`src/rtl/serial_tx_pkg.sv`:
```
// Shared types and line levels for the serial byte transmitter.
package serial_tx_pkg;

    typedef enum logic [2:0] {
        IDLE   = 3'd0,
        START  = 3'd1,
        DATA   = 3'd2,
        PARITY = 3'd3,
        STOP   = 3'd4
    } tx_state_e;

    localparam logic IDLE_LEVEL  = 1'b1;
    localparam logic START_LEVEL = 1'b0;
    localparam logic STOP_LEVEL  = 1'b1;

endpackage

```
`src/rtl/serial_baud_tick.sv`:
```
// Bit-boundary tick generator: counts 0..CLKS_PER_BIT-1 while running and
// pulses tick on the last cycle of each bit.
module serial_baud_tick #(
    parameter int CLKS_PER_BIT = 4
) (
    input  logic clk,
    input  logic rst,
    input  logic restart,
    input  logic run,
    output logic tick
);

    localparam int CNT_W = $clog2(CLKS_PER_BIT);
    localparam logic [CNT_W-1:0] CNT_LAST = CNT_W'(CLKS_PER_BIT - 1);

    logic [CNT_W-1:0] cnt_q;
    logic [CNT_W-1:0] cnt_d;

    always_comb begin
        cnt_d = cnt_q + 1'b1;
        if (restart || !run || (cnt_q == CNT_LAST)) begin
            cnt_d = '0;
        end
    end

    always_ff @(posedge clk or posedge rst) begin
        if (rst) begin
            cnt_q <= '0;
        end else begin
            cnt_q <= cnt_d;
        end
    end

    assign tick = run && !restart && (cnt_q == CNT_LAST);

endmodule

```
`src/rtl/serial_byte_tx.sv`:
```
// Serial byte transmitter with a holding register in front of the shifter.
// Define SERIAL_TX_PARITY_EN to insert an even parity bit after the data bits.
//
// state  | meaning
// IDLE   | line idle high, waiting for the holding register to fill
// START  | start bit (low)
// DATA   | data bits, LSB first
// PARITY | even parity bit (parity build only)
// STOP   | stop bit (high); tx_done on its last cycle
module serial_byte_tx
    import serial_tx_pkg::*;
#(
    parameter int CLKS_PER_BIT = 4,
    parameter int DATA_W       = 8
) (
    input  logic              clk,
    input  logic              rst,
    input  logic [DATA_W-1:0] tx_data,
    input  logic              tx_valid,
    output logic              tx_ready,
    output logic              tx_out,
    output logic              tx_busy,
    output logic              tx_done
);

    localparam int BIT_W = (DATA_W > 1) ? $clog2(DATA_W) : 1;
    localparam logic [BIT_W-1:0] BIT_LAST = BIT_W'(DATA_W - 1);

    tx_state_e         state_q, state_d;
    logic [DATA_W-1:0] hold_q, hold_d;
    logic              hold_full_q, hold_full_d;
    logic [DATA_W-1:0] shift_q, shift_d;
    logic [BIT_W-1:0]  bit_cnt_q, bit_cnt_d;
`ifdef SERIAL_TX_PARITY_EN
    logic              parity_q, parity_d;
`endif

    logic tick;
    logic accept;
    logic load;
    logic restart;
    logic bit_last;

    assign tx_ready = !hold_full_q;
    assign accept   = tx_valid && tx_ready;
    assign bit_last = (bit_cnt_q == BIT_LAST);
    assign restart  = (state_q == IDLE) && hold_full_q;
    // The shifter takes the waiting byte either from idle or seamlessly at the end of a stop bit.
    assign load     = restart || ((state_q == STOP) && tick && hold_full_q);

    serial_baud_tick #(
        .CLKS_PER_BIT(CLKS_PER_BIT)
    ) u_baud_tick (
        .clk     (clk),
        .rst     (rst),
        .restart (restart),
        .run     (state_q != IDLE),
        .tick    (tick)
    );

    always_ff @(posedge clk or posedge rst) begin
        if (rst) begin
            state_q <= IDLE;
        end else begin
            state_q <= state_d;
        end
    end

    always_comb begin
        state_d = state_q;
        case (state_q)
            IDLE:  if (hold_full_q) state_d = START;
            START: if (tick) state_d = DATA;
            DATA: begin
                if (tick && bit_last) begin
`ifdef SERIAL_TX_PARITY_EN
                    state_d = PARITY;
`else
                    state_d = STOP;
`endif
                end
            end
`ifdef SERIAL_TX_PARITY_EN
            PARITY: if (tick) state_d = STOP;
`endif
            STOP:  if (tick) state_d = hold_full_q ? START : IDLE;
            default: state_d = IDLE;
        endcase
    end

    always_comb begin
        tx_out  = IDLE_LEVEL;
        tx_busy = 1'b1;
        tx_done = 1'b0;
        case (state_q)
            IDLE:   tx_busy = 1'b0;
            START:  tx_out  = START_LEVEL;
            DATA:   tx_out  = shift_q[0];
`ifdef SERIAL_TX_PARITY_EN
            PARITY: tx_out  = parity_q;
`endif
            STOP: begin
                tx_out  = STOP_LEVEL;
                tx_done = tick;
            end
            default: tx_busy = 1'b0;
        endcase
    end

    // A same-cycle accept and load would write the new byte while the old one moves on.
    always_comb begin
        hold_d      = accept ? tx_data : hold_q;
        hold_full_d = accept || (hold_full_q && !load);
        shift_d     = shift_q;
        bit_cnt_d   = bit_cnt_q;
        if (load) begin
            shift_d   = hold_q;
            bit_cnt_d = '0;
        end else if ((state_q == DATA) && tick) begin
            shift_d   = shift_q >> 1;
            bit_cnt_d = bit_last ? '0 : bit_cnt_q + 1'b1;
        end
    end

`ifdef SERIAL_TX_PARITY_EN
    always_comb begin
        parity_d = load ? ^hold_q : parity_q;
    end

    always_ff @(posedge clk or posedge rst) begin
        if (rst) begin
            parity_q <= 1'b0;
        end else begin
            parity_q <= parity_d;
        end
    end
`endif

    always_ff @(posedge clk or posedge rst) begin
        if (rst) begin
            hold_q      <= '0;
            hold_full_q <= 1'b0;
            shift_q     <= '0;
            bit_cnt_q   <= '0;
        end else begin
            hold_q      <= hold_d;
            hold_full_q <= hold_full_d;
            shift_q     <= shift_d;
            bit_cnt_q   <= bit_cnt_d;
        end
    end

endmodule

```
`config.mk`:
```
export PLATFORM = sky130hd
export DESIGN_NAME = serial_byte_tx
export DESIGN_NICKNAME = d
export VERILOG_FILES = /design/src/rtl/serial_tx_pkg.sv /design/src/rtl/serial_baud_tick.sv /design/src/rtl/serial_byte_tx.sv
export SDC_FILE = /design/constraint.sdc
export NUM_CORES = 1
export LEC_CHECK = 0
export CAP_MARGIN = 20
export CORE_ASPECT_RATIO = 1.4
export CORE_UTILIZATION = 43
export DETAILED_ROUTE_END_ITERATION = 10
export GPL_TIMING_DRIVEN = 0
export PLACE_DENSITY = 0.64
export SLEW_MARGIN = 10
export SYNTH_ARGS = -nofsm -noshare
export SYNTH_HDL_FRONTEND = slang
export SYNTH_SLANG_ARGS = --single-unit
```
`constraint.sdc`:
```
create_clock -name clk -period 4.51 [get_ports clk]
set_input_delay 0.902 -clock clk [delete_from_list [all_inputs] [get_ports clk]]
set_output_delay 0.902 -clock clk [all_outputs]
set_load 0.01 [all_outputs]
```
Word-level counts from Yosys, hierarchy flattened. Cells that the tools add are included.

Register bits: 25. Latch bits: 0. RAM bits: 0. ROM bits: 0. Bits of input ports: 11. Output and inout bits: 4. Logic and storage cells: 54. Memories kept: 0.

Add/sub/neg operators: 2. $mul: 0. Divide/modulo/power cells: 0. $lt $le $gt $ge: 0. Equal/unequal tests: 9. Shifts and indexed selects: 0. Multiplexer cells: 15. Bitwise operators: 0. Reduce and logical (&&, ||, !) cells: 22.

Operators by type and width (number): 2-to-1 mux 3 bit (7); 2-to-1 mux 8 bit (2); one-hot mux 3 bit (4 select lines) (1); logical AND 1 bit (9); != test 2 bit (second input constant) (4); equality test 3 bit (second input constant) (2); logical NOT 1 bit (4); logical OR 1 bit (4); AND reduction 4 bit (1); adder 3 x 1 -> 3 bit (second input constant) (1); equality test 3 x 1 -> 1 bit (second input constant) (1); equality test 3 x 2 -> 1 bit (second input constant) (1); logical NOT 3 bit (1); 2-to-1 mux 1 bit (3); nonzero test 3 bit (1); OR reduction 3 bit (1); adder 2 x 1 -> 2 bit (second input constant) (1); equality test 2 bit (second input constant) (1); 2-to-1 mux 2 bit (1); one-hot mux 1 bit (2 select lines) (1); nonzero test 2 bit (1).

Logic depth before layout (Yosys ltp). Gate-level depths: netlist of the first run.

Depth in word-level cells: 11. Gate-level depth with buffers: 5. Gate-level depth less buffers: 5.

Cells and area by module. A second synthesis of the first run with hierarchy kept.

Cell total of the unflattened synthesis: 99. Area total of the unflattened synthesis: 1229.9 µm².

By module, submodules not included: serial_byte_tx (instances 1, cells an instance 92, area each 1127.3 µm², seq. area each 575.6 µm²); serial_baud_tick (instances 1, cells an instance 7, area each 102.6 µm², seq. area each 50.0 µm²).

Least setup slack after synthesis of the first run. No wires, ideal clock.

Path kind: reg2out. From: register state_q[0]. To: output port tx_out. Data arrival time: 0.960 ns. Setup slack: 2.648 ns. Stages on the path, launching flop included: 5. Cell sequence: dfrtp_1 -> buf_2 -> nor2_1 -> mux2i_1 -> or2_2.

Longest elaborated chain between the ends: 2.

RTL lines: from (decl) (RTL line serial_byte_tx.sv:29) `tx_state_e state_q, state_d;`; from (signal assigned) (RTL line serial_byte_tx.sv:65) `state_q <= state_d;`; equality test 3 x 2 -> 1 bit / equality test 3 x 1 -> 1 bit (equally long branches) (RTL line serial_byte_tx.sv:95) `case (state_q)`; one-hot mux 1 bit (2 select lines) (*) (RTL line serial_byte_tx.sv:95); to (decl) (RTL line serial_byte_tx.sv:21) `output logic tx_out,`.

Every way passes the cells marked *; elsewhere a longest branch is shown, timed or not.

Final worst setup path of the first run.
From: register state_q[1]. To: output port tx_done.

Longest elaborated chain between the ends: 6.

RTL lines: logical NOT 3 bit (RTL line serial_byte_tx.sv:47) `assign restart = (state_q == IDLE) && hold_full_q;`; logical AND 1 bit (RTL line serial_byte_tx.sv:47); logical NOT 1 bit (RTL line serial_baud_tick.sv:34) `assign tick = run && !restart && (cnt_q == CNT_LAST);`; logical AND 1 bit (2 in series) (RTL line serial_baud_tick.sv:34); 2-to-1 mux 1 bit (*) (RTL line serial_byte_tx.sv:95); to (decl) (RTL line serial_byte_tx.sv:23) `output logic tx_done`.

Marked as above.

==> run_results.csv, run 1 <==
group,metric,value,unit
routing,wirelength,2020,um
routing,remaining_drc_errors,0,
floorplanning,initial_utilization,0.454,
sta,fin_hold_ws,0.451,ns
floorplanning,die_y,64.5,um
sta,min_period,2.74,ns
routing,vias,819,
global_route,grt_max_degree,26,
outcome,outcome,"finished clean",
worst_setup_path,r2r_slack,2.93,ns
yosys,synthTopCellsByCount,"dfrtp_1, mux2i_1, mux2_2, nor2_1, o21ai_1",
clock_network,cts_made_buffers,3,
yosys,synth_top_area_frac,0.522,
yosys,ys_types,28,
placed_design,placed_cell_area,1380,um2
yosys,yosysMostFrequentCell,"dfrtp_1",
worst_setup_path,critPathMaxFanout,10,
layout,fin_nets,140,
global_route,grt_pass1_wl,3590,um
floorplanning,fp.dieArea,3010,um2
global_route,grt_pass1_vias,841,
sta,max_slew.worst_pin.slew,0.455,ns
global_route,antenna_found_initial,0,
layout,antenna_cells,0,
floorplanning,core-area,2640,um2
floorplanning,fp.dieW,46.6,um
layout,nFillCells,264,
power,leakage,0.000622,uW
routing,drt_iter0_markers,34,
sta,slew_violations,0,
yosys,synth_warnings,0,
clock_network,cts-root-buf,"clkbuf_4",
sta,fin_setup_tns,0,ns
worst_setup_path,critPathKind,"reg -> out",
yosys,synth-seq-area-share,0.522,
floorplanning,num_io_pins,15,
yosys,synth_cells,106,
global_route,grtUsageTotal,0.163,
clock_network,cts_sinks,25,
layout,final_area,1440,um2
routing,vias_per_cell,5.09,
sta,finalSetupViolCount,0,
clock_network,cts_tree,"built",
placed_design,gp_congestion,0.780,
yosys,synth_top_cell_by_area,"dfrtp_1",
sta,max_slew_margin,0.696,
hold_path,hold_path_class,"reg -> reg",
power,vdd_drop_max,0.274,mV
worst_setup_path,endpoint_kind,"output port",
sta,grt_setup_unrepaired,"false",
yosys,netlist_area,1200,um2
global_route,grt_overflow,0,
clock_network,cts_resized,0,
yosys,synth-edff-count,0,
clock_network,cts.clk_slew.worst_paths,0.12,ns
clock_network,ctsHoldBuffers,0,
worst_setup_path,required,3.61,ns
floorplanning,rows,22,
yosys,avgSynthCellArea,11.3,um2
layout,drive_gt1_frac,0.184,
yosys,ys_ff_latch,25,
placed_design,port_buffers,14,
worst_setup_path,cp.arrival,1.83,ns
sta,final.period_utilization,0.607,
sta,fmax,365,MHz
clock_network,htreeDepth,1,
job,drv_cap,0,
routing,wl_per_cell,12.6,um
power,pwr_density_cell,535,nW/um2
clock_network,clockBufferDepth,2,
yosys,synth_ff_type,"dfrtp_1",
worst_setup_path,start_kind,"flop",
placed_design,dp_hpwl,1460,um
sta,fin_skew,0.0100,ns
power,finalPower,770,uW
layout,syn_to_final_growth,20.0,%
clock_network,cts_setup_buffers,0,
yosys,synth_async_sr_flop_share,1.00,
yosys,synth.area.top_cells,"dfrtp_1, mux2i_1, mux2_2, nand4_1, o21ai_1",
clock_network,worstSkewPairLatency,0.33,ns
layout,finish.utilization,0.545,
sta,hold_viol,0,
routing,drt_pass1_iterations,4,
routing,postRouteAntennaNets,0,
yosys,syn_nets,120,
-- path summary, 6_finish.rpt --
kind                       cells past startpoint                    to                 start
max                                            4               tx_done            state_q[1]
min                                            1  u_baud_tick.cnt_q[0]  u_baud_tick.cnt_q[0]
max reg2reg                                    5            shift_q[7]  u_baud_tick.cnt_q[0]
min reg2reg                                    1  u_baud_tick.cnt_q[0]  u_baud_tick.cnt_q[0]
max in group asynchronous                      3            state_q[1]                   rst
min in group asynchronous                      2            shift_q[2]                   rst
-- cell families (layout without fill, tap and decap cells) --
group	Yosys count	after routing	share of synthesized area
adder cells (fa/ha/maj)	3	3	0.0313
multiplexers	19	19	0.168
AO/OA/AOI/OAI	13	13	0.0584
AND/OR/NAND/NOR	35	35	0.169
buffers and inverters	10	29	0.0438
XOR/XNOR	1	1	0.00731
flip-flops	25	25	0.522
-- critical path, cell delays in order (launching register included) --
cell and delay, ns:
dfrtp_1 0.39, buf_2 0.19, nor2_4 0.23, and3_1 0.18
clkdlybuf4s50_1 0.53
-- metal layers --
metal	track usage	share of wire	vias to the layer above
met5	0	0	-
met4	0.0857	0.027	0
met3	0.0223	0.025	5
met2	0.248	0.49	12
met1	0.219	0.46	389
li1	-	-	413
-- placed cells by master, fill, tap and decap left out, types with 2 or more instances in the layout --
cell and count:
nand2_1 3, nor3_1 3, and3_1 2, o21a_1 2
mux2i_1 10, clkdlybuf4s50_1 14, buf_2 6, nor2_1 8
mux2_2 8, nand4_1 7, o21ai_1 8, ha_1 3
a21oi_1 2, or2_2 2, inv_1 2, nor2b_1 2
clkbuf_4 3, nand2b_1 2, dfrtp_1 25
-- power by group --
part           total, uW  switching, uW  internal [uW]
logic                306            145            160
clock network       99.5           66.2           33.3
registers            365           48.2            317
total                770            260            511
-- metrics by stage --
stage                     setup WS (ns)  instances
after global routing               1.69        161
after detailed placement           2.13        156
after floorplan                    2.65        106
after CTS                          1.76        160
after global placement             2.14        156
final                              1.77        161
-- flip-flops by register name (all words and copies together), names as in the netlist --
register,flops
hold_q,8
shift_q,8
bit_cnt_q,3
state_q,3
u_baud_tick.cnt_q,2
hold_full_q,1
-- cell type report --
class,instances,area (um2),area share
inverter,2,7.51,0.00522
timing repair buffer,15,168,0.117
sequential,25,626,0.435
tap,36,45.0,0.0313
buffer,8,45.0,0.0313
multi-input combinational,71,520,0.362
clock inverter,1,5.00,0.00348
clock buffer,3,22.5,0.0157
(Power assumes the default switching activity.)
==> run 2, diff against run 1 <==
--- a/config.mk
+++ b/config.mk
@@ -10,7 +10,7 @@
 export CORE_UTILIZATION = 43
 export DETAILED_ROUTE_END_ITERATION = 10
 export GPL_TIMING_DRIVEN = 0
-export PLACE_DENSITY = 0.64
+export PLACE_DENSITY = 0.67
 export SLEW_MARGIN = 10
 export SYNTH_ARGS = -nofsm -noshare
 export SYNTH_HDL_FRONTEND = slang
==> constraint.sdc (replaced) <==
create_clock -name clk -period 2.5 [get_ports clk]
set_input_delay 0.5 -clock clk [delete_from_list [all_inputs] [get_ports clk]]
set_output_delay 0.5 -clock clk [all_outputs]
set_load 0.01 [all_outputs]
==> run_results.csv, run 2 (same netlist as run 1, synthesis figures left out) <==
group,metric,value,unit
layout,final_cells,160,
placed_design,port_buffers,14,
worst_setup_path,crit_chain,"buf_2 > nor2_4 > and3_1 > clkdlybuf4s50_1",
global_route,grt_pass1_vias,902,
layout,final_area,1410,um2
global_route,grt_max_degree,26,
sta,min_period,2.35,ns
routing,remaining_drc_errors,0,
sta,fmax,425,MHz
layout,multi_input_area,520,um2
clock_network,cts_made_buffers,3,
worst_setup_path,required,2.00,ns
global_route,antenna_found_initial,0,
layout,fin_nets,139,
routing,wl_per_cell,13.0,um
clock_network,cts_sinks,25,
sta,finalSetupViolCount,0,
hold_path,hold_path_class,"reg -> reg",
clock_network,clockBufferDepth,2,
placed_design,dp_cells,156,
worst_setup_path,slowest_stage,"clkdlybuf4s50_1",
routing,vias,811,
sta,grt_setup_unrepaired,"false",
routing,drt_pass1_iterations,4,
placed_design,placed_cell_area,1380,um2
global_route,grt_pass1_wl,3810,um
routing,postRouteAntennaNets,0,
clock_network,cts_resized,0,
power,pwr_density_cell,988,nW/um2
worst_setup_path,endpoint_kind,"output port",
floorplanning,die_y,64.5,um
routing,vias_per_cell,5.07,
floorplanning,fp.dieArea,3010,um2
clock_network,ctsHoldBuffers,0,
sta,max_slew_margin,0.388,
worst_setup_path,start_kind,"flop",
power,vdd_drop_max,0.531,mV
worst_setup_path,critPathMaxFanout,10,
layout,nFillCells,244,
sta,final.period_utilization,0.942,
sta,hold_viol,0,
worst_setup_path,cpPeakStageDelay,0.53,ns
routing,wirelength,2080,um
layout,antenna_cells,0,
worst_setup_path,critPathKind,"reg -> out",
clock_network,cts.clk_slew.worst_paths,0.12,ns
clock_network,cts_tree,"built",
layout,syn_to_final_growth,17.7,%
global_route,grt_overflow,0,
outcome,outcome,"finished clean",
routing,drt_iter0_markers,28,
sta,fin_skew,0.00721,ns
sta,max_slew.worst_pin.slew,0.917,ns
placed_design,gp_congestion,0.746,
global_route,grtUsageTotal,0.170,
sta,slew_violations,0,
clock_network,cts-root-buf,"clkbuf_4",
clock_network,cts_setup_buffers,0,
worst_setup_path,cp.arrival,1.85,ns
sta,fin_setup_tns,0,ns
layout,reg.largest.list,"hold_q: 8 flops, shift_q: 8 flops",
power,leakage,0.000609,uW
clock_network,worstSkewPairLatency,0.32,ns
job,drv_cap,0,
floorplanning,fp.dieW,46.6,um
layout,drive_gt1_frac,0.177,
layout,final_cell_mix,"dfrtp_1, clkdlybuf4s50_1, mux2i_1",
layout,final_common_cell,"dfrtp_1",
clock_network,htreeDepth,1,
placed_design,dp_hpwl,1480,um
floorplanning,core-area,2640,um2
floorplanning,rows,22,
floorplanning,num_io_pins,15,
layout,seqCellArea,626,um2
floorplanning,initial_utilization,0.454,
[run 2: routing by layer]
layer	part of all wire	vias up	routed length, um	track usage
met5	0	-	0	0
li1	-	406	-	-
met2	0.50	11	1030	0.273
met3	0.018	4	38	0.0167
met1	0.47	390	981	0.227
met4	0.014	0	30	0.0750
[run 2: through the flow]
| step | total power, uW | utilization | worst slack [ns] | hold slack (ns) |
|---|---|---|---|---|
| after floorplan | 1050 | - | 1.04 | 0.415 |
| after detailed placement | 1230 | 0.524 | 0.504 | 0.442 |
| final | 1390 | 0.534 | 0.146 | 0.453 |
| after global routing | 1510 | 0.534 | 0.0255 | 0.486 |
| after global placement | 1190 | 0.524 | 0.536 | 0.425 |
| after CTS | 1410 | 0.534 | 0.136 | 0.460 |
[run 2: layout make-up]
type | count | area share
multi-input cells | 71 | 0.369
flip-flops and latches | 25 | 0.443
plain buffers | 8 | 0.0319
repair buffers | 14 | 0.0993
clock buffers | 3 | 0.0160
inverters | 2 | 0.00532
well taps | 36 | 0.0319
clock inverters | 1 | 0.00355
[run 2: critical path: cells and delay by family (launching register included)]
kind,cells,cell delay [ns]
buf+inv,2,0.72
simple gates,2,0.44
flops,1,0.39
[run 2: where the power goes]
part	internal (uW)	leakage (uW)	switching (uW)
Sequential	572	0.000309	88.6
Combinational	285	0.000282	272
Clock	60.0	0.0000177	117
[run 2: final timing paths]
path,startpoint,end,slack (ns),cells past startpoint
min reg2reg,u_baud_tick.cnt_q[0],u_baud_tick.cnt_q[0],0.45,1
max reg2reg,u_baud_tick.cnt_q[0],shift_q[7],0.87,5
max in group asynchronous,rst,shift_q[6],1.28,2
min,u_baud_tick.cnt_q[0],u_baud_tick.cnt_q[0],0.45,1
min in group asynchronous,rst,shift_q[0],0.66,2
max,state_q[1],tx_done,0.15,4
